`config.mk`:
```
export PLATFORM = sky130hd
export DESIGN_NAME = bht_btb_flat
export DESIGN_NICKNAME = d
export VERILOG_FILES = /design/src/rtl/bht_pkg.sv /design/src/rtl/bht_btb_if.sv /design/src/rtl/bht_entry.sv /design/src/rtl/bht_btb.sv /design/src/flat_wrapper.sv
export SDC_FILE = /design/constraint.sdc
export NUM_CORES = 1
export LEC_CHECK = 0
export CORE_MARGIN = 1
export CORE_UTILIZATION = 45
export DETAILED_ROUTE_END_ITERATION = 16
export PLACE_DENSITY = 0.63
export REMOVE_ABC_BUFFERS = 1
export SLEW_MARGIN = 20
export SYNTH_ARGS = -nofsm -noshare
export SYNTH_HDL_FRONTEND = slang
export SYNTH_HIERARCHICAL = 1
export SYNTH_SLANG_ARGS = --single-unit
```
`constraint.sdc`:
```
create_clock -name clk -period 5.45 [get_ports clk]
set_input_delay 1.635 -clock clk [delete_from_list [all_inputs] [get_ports clk]]
set_output_delay 1.635 -clock clk [all_outputs]
set_load 0.05 [all_outputs]
```
`src/rtl/bht_pkg.sv`:
```
// bht_pkg: shared definitions for the branch history table / target buffer.
//   cnt_t       2-bit saturating counter encoding (SNT/WNT/WT/ST)
//   CNT_INIT_T  counter value for an entry allocated by a taken branch
//   CNT_INIT_NT counter value for an entry allocated by a not-taken branch
//   sat_cnt     next counter value after one resolved outcome
package bht_pkg;

    typedef enum logic [1:0] {
        SNT = 2'b00,
        WNT = 2'b01,
        WT  = 2'b10,
        ST  = 2'b11
    } cnt_t;

    localparam cnt_t CNT_INIT_T  = WT;
    localparam cnt_t CNT_INIT_NT = WNT;

    // Counter saturates at both ends so a long run of one outcome
    // never wraps around to the opposite prediction.
    function automatic cnt_t sat_cnt(input cnt_t cnt, input logic taken);
        cnt_t res;
        res = cnt;
        if (taken) begin
            if (cnt != ST) res = cnt_t'(cnt + 2'd1);
        end else begin
            if (cnt != SNT) res = cnt_t'(cnt - 2'd1);
        end
        return res;
    endfunction

endpackage

```
`src/rtl/bht_btb_if.sv`:
```
// bht_btb_if: fetch query, resolved-branch write-back and flush bus.
//   master : drives flush, upd_*, qry_pc; receives pred_*, occupancy
//   slave  : the predictor itself
interface bht_btb_if #(
    parameter int AW      = 12,
    parameter int ENTRIES = 8
);
    localparam int OW = $clog2(ENTRIES + 1);

    logic          flush;
    logic          upd_valid;
    logic [AW-1:0] upd_pc;
    logic [AW-1:0] upd_target;
    logic          upd_taken;
    logic [AW-1:0] qry_pc;
    logic          pred_hit;
    logic          pred_taken;
    logic [AW-1:0] pred_target;
    logic [OW-1:0] occupancy;

    modport master (
        output flush, upd_valid, upd_pc, upd_target, upd_taken, qry_pc,
        input  pred_hit, pred_taken, pred_target, occupancy
    );

    modport slave (
        input  flush, upd_valid, upd_pc, upd_target, upd_taken, qry_pc,
        output pred_hit, pred_taken, pred_target, occupancy
    );
endinterface

```
`src/rtl/bht_entry.sv`:
```
// bht_entry: one fully-associative predictor entry.
//   clk, rst_n          clock / async active-low reset
//   flush               invalidate this entry at the next edge
//   alloc               overwrite this entry with the write-back branch
//   upd_hit             train this entry with the write-back outcome
//   upd_pc/target/taken write-back branch fields
//   qry_pc              fetch PC
//   qry_match/upd_match valid entry whose tag equals qry_pc / upd_pc
//   valid, target, cnt  entry state for the top-level muxes and occupancy
module bht_entry
    import bht_pkg::*;
#(
    parameter int AW = 12
) (
    input  logic          clk,
    input  logic          rst_n,
    input  logic          flush,
    input  logic          alloc,
    input  logic          upd_hit,
    input  logic [AW-1:0] upd_pc,
    input  logic [AW-1:0] upd_target,
    input  logic          upd_taken,
    input  logic [AW-1:0] qry_pc,
    output logic          qry_match,
    output logic          upd_match,
    output logic          valid,
    output logic [AW-1:0] target,
    output cnt_t          cnt
);

    logic [AW-1:0] tag;

    // Flush beats any same-cycle write; a trained entry keeps its old
    // target on a not-taken outcome so the fall-through is never stored.
    always_ff @(posedge clk or negedge rst_n) begin
        if (!rst_n) begin
            valid  <= 1'b0;
            tag    <= '0;
            target <= '0;
            cnt    <= WNT;
        end else if (flush) begin
            valid <= 1'b0;
        end else if (alloc) begin
            valid  <= 1'b1;
            tag    <= upd_pc;
            target <= upd_target;
            cnt    <= upd_taken ? CNT_INIT_T : CNT_INIT_NT;
        end else if (upd_hit) begin
            cnt <= sat_cnt(cnt, upd_taken);
            if (upd_taken) target <= upd_target;
        end
    end

    assign qry_match = valid && (tag == qry_pc);
    assign upd_match = valid && (tag == upd_pc);

endmodule

```
`src/rtl/bht_btb.sv`:
```
// bht_btb: fully-associative branch history table / branch target buffer.
//   clk, rst_n  clock / async active-low reset
//   bus         bht_btb_if slave: flush, upd_valid/pc/target/taken, qry_pc in;
//               pred_hit/taken/target, occupancy out
// Queries are combinational on the pre-edge table; write-backs train a hit
// entry or allocate round-robin on a miss.
module bht_btb
    import bht_pkg::*;
#(
    parameter int AW       = 12,
    parameter int ENTRIES  = 8,
    parameter int ALLOC_NT = 0
) (
    input  logic     clk,
    input  logic     rst_n,
    bht_btb_if.slave bus
);

    localparam int PW = $clog2(ENTRIES);
    localparam int OW = $clog2(ENTRIES + 1);

    logic [ENTRIES-1:0] valid;
    logic [ENTRIES-1:0] qry_match;
    logic [ENTRIES-1:0] upd_match;
    logic [ENTRIES-1:0] qry_sel;
    logic [ENTRIES-1:0] upd_sel;
    logic [ENTRIES-1:0] alloc;
    logic [ENTRIES-1:0] upd_hit;
    logic [ENTRIES-1:0] pred_bit;
    logic [AW-1:0]      target [ENTRIES];
    cnt_t               cnt    [ENTRIES];
    logic [PW-1:0]      ptr;
    logic [OW-1:0]      occ;
    logic [AW-1:0]      target_mux;
    logic               alloc_en;

    // x & -x isolates the lowest set bit: lowest matching index wins.
    assign qry_sel = qry_match & (~qry_match + ENTRIES'(1));
    assign upd_sel = upd_match & (~upd_match + ENTRIES'(1));

    assign alloc_en = bus.upd_valid && (upd_match == '0) &&
                      (bus.upd_taken || (ALLOC_NT != 0));

    for (genvar i = 0; i < ENTRIES; i++) begin : g_entry
        assign alloc[i]    = alloc_en && (ptr == PW'(i));
        assign upd_hit[i]  = bus.upd_valid && upd_sel[i];
        assign pred_bit[i] = cnt[i][1];

        bht_entry #(.AW(AW)) u_entry (
            .clk        (clk),
            .rst_n      (rst_n),
            .flush      (bus.flush),
            .alloc      (alloc[i]),
            .upd_hit    (upd_hit[i]),
            .upd_pc     (bus.upd_pc),
            .upd_target (bus.upd_target),
            .upd_taken  (bus.upd_taken),
            .qry_pc     (bus.qry_pc),
            .qry_match  (qry_match[i]),
            .upd_match  (upd_match[i]),
            .valid      (valid[i]),
            .target     (target[i]),
            .cnt        (cnt[i])
        );
    end

    // One-hot AND-OR mux; an all-zero select yields a zero target.
    always_comb begin
        target_mux = '0;
        for (int i = 0; i < ENTRIES; i++) begin
            target_mux = target_mux | ({AW{qry_sel[i]}} & target[i]);
        end
    end

    // Replacement pointer wraps naturally since ENTRIES is a power of two.
    // Occupancy only grows when the victim slot was empty.
    always_ff @(posedge clk or negedge rst_n) begin
        if (!rst_n) begin
            ptr <= '0;
            occ <= '0;
        end else if (bus.flush) begin
            ptr <= '0;
            occ <= '0;
        end else if (alloc_en) begin
            ptr <= ptr + PW'(1);
            if (!valid[ptr]) occ <= occ + OW'(1);
        end
    end

    assign bus.pred_hit    = |qry_match;
    assign bus.pred_taken  = |(qry_sel & pred_bit);
    assign bus.pred_target = target_mux;
    assign bus.occupancy   = occ;

endmodule
```
`src/flat_wrapper.sv`:
```
// flat-port wrapper written by rule: the top's interface ports become plain ports
module bht_btb_flat import bht_pkg::*;
#(
    parameter int AW       = 12,
    parameter int ENTRIES  = 8,
    parameter int ALLOC_NT = 0
)
  (clk, rst_n, bus_flush, bus_upd_valid, bus_upd_pc, bus_upd_target, bus_upd_taken, bus_qry_pc, bus_pred_hit, bus_pred_taken, bus_pred_target, bus_occupancy);
  bht_btb_if #(.AW(AW), .ENTRIES(ENTRIES)) bus_i ();
  input  logic clk;
  input  logic rst_n;
  input wire logic [$bits(bus_i.flush)-1:0] bus_flush;
  input wire logic [$bits(bus_i.upd_valid)-1:0] bus_upd_valid;
  input wire logic [$bits(bus_i.upd_pc)-1:0] bus_upd_pc;
  input wire logic [$bits(bus_i.upd_target)-1:0] bus_upd_target;
  input wire logic [$bits(bus_i.upd_taken)-1:0] bus_upd_taken;
  input wire logic [$bits(bus_i.qry_pc)-1:0] bus_qry_pc;
  output wire logic [$bits(bus_i.pred_hit)-1:0] bus_pred_hit;
  output wire logic [$bits(bus_i.pred_taken)-1:0] bus_pred_taken;
  output wire logic [$bits(bus_i.pred_target)-1:0] bus_pred_target;
  output wire logic [$bits(bus_i.occupancy)-1:0] bus_occupancy;
  assign bus_i.flush = bus_flush;
  assign bus_i.upd_valid = bus_upd_valid;
  assign bus_i.upd_pc = bus_upd_pc;
  assign bus_i.upd_target = bus_upd_target;
  assign bus_i.upd_taken = bus_upd_taken;
  assign bus_i.qry_pc = bus_qry_pc;
  assign bus_pred_hit = bus_i.pred_hit;
  assign bus_pred_taken = bus_i.pred_taken;
  assign bus_pred_target = bus_i.pred_target;
  assign bus_occupancy = bus_i.occupancy;
  bht_btb #(.AW(AW), .ENTRIES(ENTRIES), .ALLOC_NT(ALLOC_NT)) u_core (.clk(clk), .rst_n(rst_n), .bus(bus_i));
endmodule
```
## Word level (Yosys, flattened, before mapping)

Index checks and enable logic that the tools add are counted.

| word-level totals | value |
|---|---|
| bits in read-only memories | 0 |
| memory bits (writable) | 0 |
| memories | 0 |
| flip-flop bits (word level) | 223 |
| bits in latches | 0 |
| input port bits | 41 |
| word-level logic and storage cells | 301 |
| output and inout bits | 18 |

| operators by class | value |
|---|---|
| equal/unequal tests | 40 |
| shift-type cells | 0 |
| $mul | 0 |
| multiplexer cells | 81 |
| reductions and logical operators | 104 |
| order comparisons | 1 |
| bitwise operators | 21 |
| divide/modulo/power cells | 0 |
| add/sub/neg operators | 20 |

Operator list:

| cell | count |
|---|---|
| 12-bit two-way mux | 17 |
| 12-bit equality test | 16 |
| 12-bit AND | 8 |
| 12-bit OR | 7 |
| 2-bit two-way mux | 41 |
| 2-bit nonzero test | 33 |
| 1-bit logical AND | 34 |
| 4-bit AND reduction | 8 |
| 8-bit AND | 3 |
| 3-bit by 1-bit inequality test with 1-bit output, second input constant | 8 |
| 3-bit AND reduction | 8 |
| 3-bit nonzero test | 8 |
| 2-bit inequality test, second input constant | 9 |
| 2-bit AND reduction | 9 |
| 1-bit two-way mux | 17 |
| 2-bit by 1-bit adder with 2-bit output, second input constant | 8 |
| 8-bit by 1-bit adder with 8-bit output, second input constant | 2 |
| 8-bit inverter | 2 |
| 8-bit OR reduction | 2 |
| 2-bit by 1-bit subtractor with 2-bit output, second input constant | 8 |
| 3-bit equality test, second input constant | 4 |
| 4-bit two-way mux | 3 |
| 8-bit zero test | 1 |
| 3-bit by 2-bit equality test with 1-bit output, second input constant | 2 |
| 8 further kinds | 9 |

## Longest topological paths before layout

| logic depth | value |
|---|---|
| depth in word-level cells | 13 |
| gate-level depth with buffers | 11 |
| depth with buffers taken out | 9 |

## Cells and area by module

Netlist, hierarchy kept.

Modules (own cells, without submodules):

| module | area an instance (µm²) | cells each | instances |
|---|---|---|---|
| bht_entry | 1383.8 | 106 | 8 |
| bht_btb | 1298.7 | 176 | 1 |

## Least setup slack after synthesis

Ideal clock, no wire load.

| timing | value |
|---|---|
| path kind | input to output |
| from | in bus_qry_pc[11] |
| to | out bus_pred_target[10] |
| cell stages on the path | 8 |
| required time | 3.815 ns |
| slack | -0.081 ns |
| data arrival time | 3.896 ns |
| path buffers | 1 |
| cells stage by stage | xnor2_1 nand4_1 nor4_1 or4_4 nor2_1 clkbuf_1 a222oi_1 nand4b_1 |

| on the way | value |
|---|---|
| cells in the longest elaborated chain, start to end | 13 |
| elaborated cells between the ends (all ways) | 34 |

Ends and longest elaborated chain:

| item | line | source |
|---|---|---|
| from (decl) | flat_wrapper.sv:17 | `input wire logic [$bits(bus_i.qry_pc)-1:0] bus_qry_pc;` |
| 12-bit equality test * | bht_entry.sv:54 | `assign qry_match = valid && (tag == qry_pc);` |
| 1-bit logical AND * | bht_entry.sv:54 |  |
| via u_core.qry_match[1] | bht_btb.sv:23 | `logic [ENTRIES-1:0] qry_match;` |
| 8-bit inverter | bht_btb.sv:38 | `assign qry_sel = qry_match & (~qry_match + ENTRIES'(1));` |
| 8-bit by 1-bit adder with 8-bit output | bht_btb.sv:38 |  |
| 8-bit AND * | bht_btb.sv:38 |  |
| 12-bit AND | bht_btb.sv:71 | `target_mux = target_mux \| ({AW{qry_sel[i]}} & target[i]);` |
| 12-bit OR (6 in series) | bht_btb.sv:71 |  |
| 12-bit OR * | bht_btb.sv:71 |  |
| to (decl) | flat_wrapper.sv:20 | `output wire logic [$bits(bus_i.pred_target)-1:0] bus_pred_target;` |

Mark *: on every way through the listed nets, which the timed path passes. The rest lies on a longest branch.

## Worst setup path in the final report

| timing | value |
|---|---|
| from | in bus_qry_pc[8] |
| to | out bus_pred_target[8] |

Same word-level chain as after synthesis.

==> flow_summary.ini <==
[synthesis]
synth_top_cell_by_area = dfrtp_1
synth-edff-count = 0
post_synth_inst_count = 1024
synth.ff_latch_count = 223
mappedNetlistArea_sq_um = 12370
synth.top_cells.by_area = dfrtp_1 43%, xnor2_1 14%, mux2_2 10%
netlist_top_cells_count = 215 x dfrtp_1, 193 x xnor2_1, 112 x mux2_2
synth-async-reset-ratio_pct = 100.0
synth_top_area_share_pct = 43.50
post-synth-top-count-cell = dfrtp_1
yosysSeqAreaShare_pct = 45.20
synth_top_flop_cell = dfrtp_1
synth.avg_cell_area_sq_um = 12.08
synth_cell_type_count = 46
synth.yosys.warnings = 6

[sta]
fin_tns_setup_ns = -1.572
timing.final.max_slew_violations = 0
final-setup-viol-count = 13
timing.fmax_mhz = 178.3
finalWorstPathRequiredPeriod_ns = 5.609
worst_pin_slew_ns = 1.138
post_route_clock_period_utilization_pct = 102.9
timing.final.hold_violations = 0
clock-skew-final_ns = 0.01172
slew_limit_headroom_pct = 24.08
setup_ws_ns = -0.1594
grt_setup_unrepaired = true

[global_routing]
grt_use_total_pct = 23.27
first_global_vias = 9070
global_route_wire_length_before_repair_um = 51480
initial_antenna_violation_count = 0
grt_max_degree = 107
grt.overflow.total = 0

[setup_path]
critical_path.n_buffers_inverters = 7
worstSetupStartpointType = primary input
worst_ep_required_time_ns = 3.82
reg2reg_depth = 11
crit_slowest_cell = or4_4
regToRegEndpoint = u_core/g_entry[6].u_entry/target[2]$_DFFE_PN0P_
worst_path_largest_cell_delay_ns = 0.55
timing.critical_path.depth = 14
setup_slack_reg_to_reg_ns = 1.76
crit_family = simple AND/OR/NAND/NOR gates
critical_path_class = in -> out
cp_data_arrival_time_ns = 3.97
critical_path.endpoint_type = output port
r2r-start = u_core/g_entry[0].u_entry/tag[8]$_DFFE_PN0P_
cp-endpoint = bus_pred_target[8]
critical-path-top-cell-by-count = buf_6
cp_max_fo = 7
critPathLaunch = bus_qry_pc[8]
timing.critical_path.cells = clkbuf_2 -> buf_6 -> xnor2_4 -> nand3_4 -> nor4_4 -> or4_4 -> buf_6 -> buf_6 -> nor4b_4 -> buf_4 -> buf_8 -> nand2_1 -> nand4b_1 -> buf_12

[layout]
drive_above_1_share_pct = 38.87
final-instance-count-excl-fill = 1576
num_antenna_cells = 0
layout.filler_cells = 2175
area_delta_synth_final_pct = 29.04
num-nets-final = 1264

[drt]
vias = 8673
total_wirelength_of_the_detailed_routed_design_um = 32400
ant_nets = 0
routed_wire_length_per_instance_um = 20.56
vias_per_cell = 5.503
detail_route.first_pass.iterations = 5
drc_errors = 0
dr.first_iter.drc_count = 607

[placed_design]
portBuffers = 58
dp.cells = 1511
hpwlAfterDp_um = 21770
gp_congestion = 0.8434

[cts]
ctsHoldBuffers = 0
cts-root-to-sink-buffers = 3
clk_transition_reported_paths_ns = 0.06
cts_tree = yes
worstSkewPairLatency_ns = 0.53
clock_tree.htree_level_count = 1
cts.sinks = 223
cts_root_buf = clkbuf_16
cts_buffers = 26

[die]
die_area_sq_um = 28160
die_h_um = 167.8
std_cell_rows = 60
floorplan.die.width_um = 167.8
start_util_pct = 45.90
floorplan.core_area_sq_um = 26950
num_io_pins = 59

[run_status]
violations_in_the_final_reports = setup timing
status = finished, violations left

[worst_hold_path]
hold_path_startpoint = u_core/g_entry[3].u_entry/target[2]$_DFFE_PN0P_
holdCritPathClass = reg -> reg

[job]
max-cap-violations = 0

[power_and_ir_drop]
total_power_w = 0.004854
total_leakage_power_nw = 6.609
cellPowerDensity_nw_per_um2 = 304.1
worst_ir_drop_vdd_mv = 0.2252
## repair_timing
action                                 in CTS  in global routing
endpoints found under the hold margin       0                  0
pin swaps                                  34                 49
setup buffers                              15                  6
setup endpoints to repair                  14                 14
resized for setup                          60                 85
gates cloned                                3                  0
## metal layers
layer	global-route usage (%)	vias to the layer above	share of wire (%)	routed length [um]
li1	-	4068	-	-
met1	31.59	4373	45	14550
met2	39.24	182	49	15780
met3	2.985	50	4.1	1317
met4	6.223	0	2.4	764
met5	0	-	0	0
## logic make-up (layout without fill, tap and decap cells)
family                   count (synthesis)  after routing  synth area share (%)
AO/OA/AOI/OAI                          113            113                 6.312
XOR/XNOR                               193            193                 13.67
adder cells (fa/ha/maj)                  7              7                0.7080
buffers and inverters                   49            260                 2.509
flip-flops                             223            223                 45.20
multiplexers                           195            195                 20.45
AND/OR/NAND/NOR                        244            244                 11.16
## through the flow
stage	util [%]	instance area [sq um]	setup WS, ns	hold slack, ns
finish	59.22	15960	-0.1594	0.5049
global route	59.22	15960	-0.2724	0.5246
CTS	58.17	15680	-0.2792	0.5096
detailed placement	53.11	14310	-0.7951	0.4928
global placement	53.11	14310	-0.7382	0.4892
floorplan	-	12140	-1.303	0.4796
## sequential cells by signal, indices dropped and copies added, names as in the netlist
signal	count
u_core/ptr	3
u_core/g_entry.u_entry/cnt	16
u_core/bus.occupancy	4
u_core/g_entry.u_entry/valid	8
u_core/g_entry.u_entry/target	96
u_core/g_entry.u_entry/tag	96
## cell type report
class | count | area (sq um) | area share [%]
clock buffers | 31 | 720.7 | 4.515
clock inverters | 16 | 247.7 | 1.552
inverters | 22 | 82.58 | 0.5174
multi-input cells | 752 | 6939 | 43.47
flip-flops and latches | 223 | 5590 | 35.02
well taps | 341 | 426.7 | 2.673
repair buffers | 191 | 1954 | 12.24
## placed cells by master (no fill, tap or decap), types with 16 or more instances in the layout
cell type and count:
buf_4 101, dfrtp_1 215, mux2_2 112, nand4_1 32, nand2b_1 17, xnor2_1 169
nand2_1 44, a21oi_1 21, clkbuf_16 27, clkdlybuf4s50_1 30, buf_12 30, inv_1 22
nor2_2 16, buf_6 16, nor2_1 28, o21ai_0 23, mux2_4 81
## how the worst min path moves through the flow
stage | endpoint | slack [ns] | depth (start not counted)
floorplan | u_core/g_entry[4].u_entry/target[1]$_DFFE_PN0P_ | 0.48 | 1
global placement | u_core/g_entry[7].u_entry/target[1]$_DFFE_PN0P_ | 0.49 | 1
detailed placement | u_core/g_entry[7].u_entry/target[8]$_DFFE_PN0P_ | 0.49 | 1
CTS | u_core/g_entry[2].u_entry/target[1]$_DFFE_PN0P_ | 0.51 | 1
global route | u_core/g_entry[3].u_entry/target[5]$_DFFE_PN0P_ | 0.52 | 1
finish | u_core/g_entry[3].u_entry/target[2]$_DFFE_PN0P_ | 0.50 | 1
## where the power goes
part | internal [W] | switching, W | leakage (nW)
logic | 0.000501 | 0.000333 | 3.22
registers | 0.00186 | 0.000210 | 2.92
clock network | 0.00123 | 0.000718 | 0.465
total | 0.00359 | 0.00126 | 6.61
No activity file was read; power rests on OpenSTA's default activity.
